$ cat config.mk
export PLATFORM = sky130hd
export DESIGN_NAME = gate_tester
export DESIGN_NICKNAME = d
export VERILOG_FILES = /design/src/rtl/gate_tester.sv
export SDC_FILE = /design/constraint.sdc
export NUM_CORES = 1
export LEC_CHECK = 0
export BUFFER_PORTS_ARGS = -buffer_cell sky130_fd_sc_hd__buf_4
export CAP_MARGIN = 20
export CORE_UTILIZATION = 55
export CTS_CLUSTER_SIZE = 14
export DETAILED_ROUTE_END_ITERATION = 16
export MAX_ROUTING_LAYER = met4
export PLACE_DENSITY = 0.75
export SYNTH_ARGS = -nofsm -noshare
export SYNTH_HDL_FRONTEND = slang
export SYNTH_SLANG_ARGS = --single-unit
$ cat constraint.sdc
create_clock -name clk -period 2.6 [get_ports clk]
set_clock_uncertainty 0.15 [all_clocks]
set_input_delay 0.13 -clock clk [delete_from_list [all_inputs] [get_ports clk]]
set_output_delay 0.13 -clock clk [all_outputs]
set_load 0.02 [all_outputs]
$ cat src/rtl/gate_tester.sv
// rtl/gate_tester.sv - stimulus driver and truth-table checker for a 2-input gate
// Sweeps {a,b} = 00..11 for PASSES sweeps, waits SETTLE_CYCLES, then samples dut_c.
module gate_tester #(
    parameter int unsigned SETTLE_CYCLES = 2,
    parameter logic [3:0]  TRUTH         = 4'b0001,
    parameter int unsigned PASSES        = 1
) (
    input  logic       clk,
    input  logic       rst,
    input  logic       start,
    output logic       drv_a,
    output logic       drv_b,
    input  logic       dut_c,
    output logic       busy,
    output logic       done,
    output logic       pass,
    output logic [7:0] err_count,
    output logic       fail_valid,
    output logic [1:0] fail_vec
);

    typedef enum logic [2:0] {
        S_IDLE,
        S_APPLY,
        S_SETTLE,
        S_SAMPLE,
        S_DONE
    } state_t;

    localparam logic [3:0] SETTLE_LD = 4'(SETTLE_CYCLES);
    localparam logic [7:0] LAST_PASS = 8'(PASSES - 1);

    state_t     state_q, state_d;
    logic [1:0] vec_q, vec_d;
    logic [7:0] pcnt_q, pcnt_d;
    logic [3:0] settle_q, settle_d;
    logic [1:0] drv_q, drv_d;
    logic [7:0] err_q, err_d;
    logic       fv_q, fv_d;
    logic [1:0] fvec_q, fvec_d;
    logic       pass_q, pass_d;

    logic       exp_c;
    logic       mismatch;
    logic [7:0] err_next;

    // Anything other than a clean 0/1 on dut_c is treated as a mismatch.
    always_comb begin
        exp_c    = TRUTH[vec_q];
        mismatch = 1'b1;
        case (dut_c)
            1'b0:    mismatch = exp_c;
            1'b1:    mismatch = ~exp_c;
            default: mismatch = 1'b1;
        endcase
    end

    always_comb begin
        state_d  = state_q;
        vec_d    = vec_q;
        pcnt_d   = pcnt_q;
        settle_d = settle_q;
        drv_d    = drv_q;
        err_d    = err_q;
        fv_d     = fv_q;
        fvec_d   = fvec_q;
        pass_d   = pass_q;
        err_next = err_q;

        case (state_q)
            S_IDLE: begin
                if (start) begin
                    state_d = S_APPLY;
                    vec_d   = 2'd0;
                    pcnt_d  = 8'd0;
                    err_d   = 8'd0;
                    fv_d    = 1'b0;
                    fvec_d  = 2'd0;
                    pass_d  = 1'b0;
                end
            end
            S_APPLY: begin
                drv_d    = vec_q;
                settle_d = SETTLE_LD;
                state_d  = (SETTLE_CYCLES == 0) ? S_SAMPLE : S_SETTLE;
            end
            S_SETTLE: begin
                if (settle_q <= 4'd1) begin
                    settle_d = 4'd0;
                    state_d  = S_SAMPLE;
                end else begin
                    settle_d = settle_q - 4'd1;
                end
            end
            S_SAMPLE: begin
                if (mismatch) begin
                    if (err_q != 8'hFF) begin
                        err_next = err_q + 8'd1;
                    end
                    if (!fv_q) begin
                        fv_d   = 1'b1;
                        fvec_d = vec_q;
                    end
                end
                err_d = err_next;
                if (vec_q == 2'd3 && pcnt_q == LAST_PASS) begin
                    state_d = S_DONE;
                    pass_d  = (err_next == 8'd0);
                end else begin
                    vec_d   = vec_q + 2'd1;
                    if (vec_q == 2'd3) begin
                        pcnt_d = pcnt_q + 8'd1;
                    end
                    state_d = S_APPLY;
                end
            end
            S_DONE: begin
                state_d = S_IDLE;
            end
            default: begin
                state_d = S_IDLE;
            end
        endcase
    end

    always_ff @(posedge clk) begin
        if (rst) begin
            state_q  <= S_IDLE;
            vec_q    <= 2'd0;
            pcnt_q   <= 8'd0;
            settle_q <= 4'd0;
            drv_q    <= 2'd0;
            err_q    <= 8'd0;
            fv_q     <= 1'b0;
            fvec_q   <= 2'd0;
            pass_q   <= 1'b0;
        end else begin
            state_q  <= state_d;
            vec_q    <= vec_d;
            pcnt_q   <= pcnt_d;
            settle_q <= settle_d;
            drv_q    <= drv_d;
            err_q    <= err_d;
            fv_q     <= fv_d;
            fvec_q   <= fvec_d;
            pass_q   <= pass_d;
        end
    end

    assign drv_a      = drv_q[1];
    assign drv_b      = drv_q[0];
    assign busy       = (state_q != S_IDLE);
    assign done       = (state_q == S_DONE);
    assign pass       = pass_q;
    assign err_count  = err_q;
    assign fail_valid = fv_q;
    assign fail_vec   = fvec_q;

endmodule

==> metrics <==
outcome finished, violations left; violated checks design-rule violations; vias in the first global route 1,420; drt pass-1 iters 12; Global Route Usage Sum 24.0%; Synth Area in Simple Gates 28.9%; Synth async-reset ratio 0%; adder-cell share of the synthesized area 5.09%; WS Path Type flip-flop to flip-flop; static leakage 0.000780 uW; internal reg-to-reg setup slack 0.32 ns; setup TNS 0 ns; final setup vio count 0; diodes inserted 0; crit path from vec_q[0]; PortBufs 19; Synth top area share 36.1%; Cell Pwr Density 537 nW/um^2; Period minus WS final 2.28 ns; Max Slew Vio Count 0; # Post-CTS Setup Buffers 0; Seq cells post-synth 31; core area 2850 um^2; overall die height 57.9 um; DR DRC count 1; worst hold path class primary input to flip-flop; yosys warns 0; register area share after synthesis 36.1%; cell accounting for the most synthesized area dfxtp_1; ANT nets after route 0; placed cell count 250; vias after detailed routing 1,507; total wire length 3480 um; WP data required 2.71 ns; proportion of synthesized area in mux cells 5.31%; Final HPWL DP 2550 um; die width 57.9 um; Max IR drop VDD 0.358 mV; net total in the final layout 238; area delta synth->final 12.4%; total chip power 1040 uW; antenna violations before repair 0; I/O pins 20; max_cap viols 0; combinational family with the most area after synthesis simple AND/OR/NAND/NOR gates; Post-synth EDFFs 0; cell area after synthesis 1720 um^2; Main synth FF type dfxtp_1; row count 19; length in cells of the worst reg-to-reg path 8; vias per cell 5.84; gpl congestion 0.871; Slew HR 60.8%; first-pass GRT wire length 6040 um; Initial Util 60.3%; Clock transition at path regs 0.09 ns; htree depth 2; Reg-to-Reg End pass; later-pin clock latency in the skew report 0.33 ns; Tcrit/Tclk final 87.9%; clk root buf clkbuf_4; CTS buffer count 5; Initial DRC Count 53; slew of the pin with the lowest slew margin 0.587 ns; largest net degree at the start of global routing 22; Yosys cell types 46; most common cell after layout, fill and taps aside nor2_1; routed len/inst 13.5 um; hold-fix buffers at CTS 1; TritonCTS clock tree yes; Critical Path Fanout Max 7; final non-filler cell total 258; cts repair resizes 0; # clock sinks 31; crit path capture pass; RSZ-0062 raised after global routing false; Synth Area in Compound Gates 14.8%; synth top area cells dfxtp_1, nor2_1, ha_1, mux2i_1, a21oi_1; total grt overflow 0; synthesized instance count 209; post-synthesis xor/xnor area fraction 5.09%; CP arrival 2.39 ns; Hold WS 0.0772 ns; element type at the critical path end flip-flop; Avg Inst Size Synth 8.23 um^2; Hold Fails Final Rpt 0; CP Launch Type flip-flop; Fmax achieved 438 MHz; worst r2r src vec_q[0]; die area 3360 um^2; most frequent cells in the layout nor2_1, dfxtp_1, buf_4, a21oi_1, nor3_1; share of post-route cells with drive strength above 1 17.2%; syn nets 220; clock buffer depth 2
## critical path, stage by stage, from the launching register on
cell and delay (ns):
dfxtp_1 0.37, inv_1 0.09, ha_1 0.21, xor2_1 0.33, buf_4 0.22, o21ai_0 0.11, mux2i_1 0.15, or4_4 0.42
o31ai_2 0.18
## registers in the layout (all words and copies together) (netlist names)
register and count:
drv_q 2, err_count 8, fail_valid 1, fail_vec 2, pass 1, pcnt_q 8
settle_q 4, state_q 3, vec_q 2
## logic make-up (layout without fill, tap and decap cells)
group / after synthesis / after routing
DFF: 31 / 31
and+or+nand+nor: 94 / 94
adders and majority gates: 7 / 7
AOI/OAI and AO/OA: 38 / 38
buffers and inverters: 20 / 38
xor gates and xnor gates: 10 / 10
muxes: 9 / 9
## per-layer routing
| metal | track usage, % | vias up | part of all wire, % |
|---|---|---|---|
| li1 | - | 777 | - |
| met1 | 29.2 | 692 | 47 |
| met2 | 37.8 | 30 | 47 |
| met3 | 6.70 | 8 | 3.5 |
| met4 | 9.18 | 0 | 1.7 |
| met5 | - | - | 0 |
## synthesized netlist by cell type, drive strengths merged, types with 3 or more instances
cell type  number
and2            3
nor2           38
buf             6
xor2            8
a21oi          14
dfxtp          31
nand2           9
inv             9
nor3           11
nand3           8
a211oi          3
mux2i           8
clkbuf          5
ha              7
o2111ai         4
and3            6
o21ai           7
nand4           3
## stage by stage
step	util, %	cell area [um^2]	worst slack, ns
floorplan	-	1720	0.487
global placement	65.5	1870	0.435
detailed placement	65.5	1870	0.319
CTS	67.8	1930	0.311
global route	67.8	1930	0.158
finish	67.8	1930	0.315
## layout make-up
| cell class | count | area, um^2 |
|---|---|---|
| tap | 31 | 38.8 |
| timing repair buffer | 22 | 168 |
| clock inverter | 1 | 5.00 |
| multi-input combinational | 158 | 1020 |
| clock buffer | 6 | 51.3 |
| inverter | 9 | 33.8 |
| sequential | 31 | 621 |
| fill | 262 | 918 |
## where the power goes
| group | internal, uW | total, uW | switching (uW) |
|---|---|---|---|
| combinational | 95.0 | 222 | 127 |
| sequential | 498 | 532 | 33.9 |
| clock | 125 | 286 | 161 |
## worst min-delay path by stage
stage / start / endpoint / cells after the start
final: start / state_q[0] / 3
after global routing: start / state_q[0] / 3
after global placement: rst / err_count[0] / 2
after CTS: start / state_q[0] / 3
after detailed placement: rst / err_count[1] / 2
after floorplan: rst / err_count[2] / 2
Note: power is estimated with default switching activity, not from simulation.
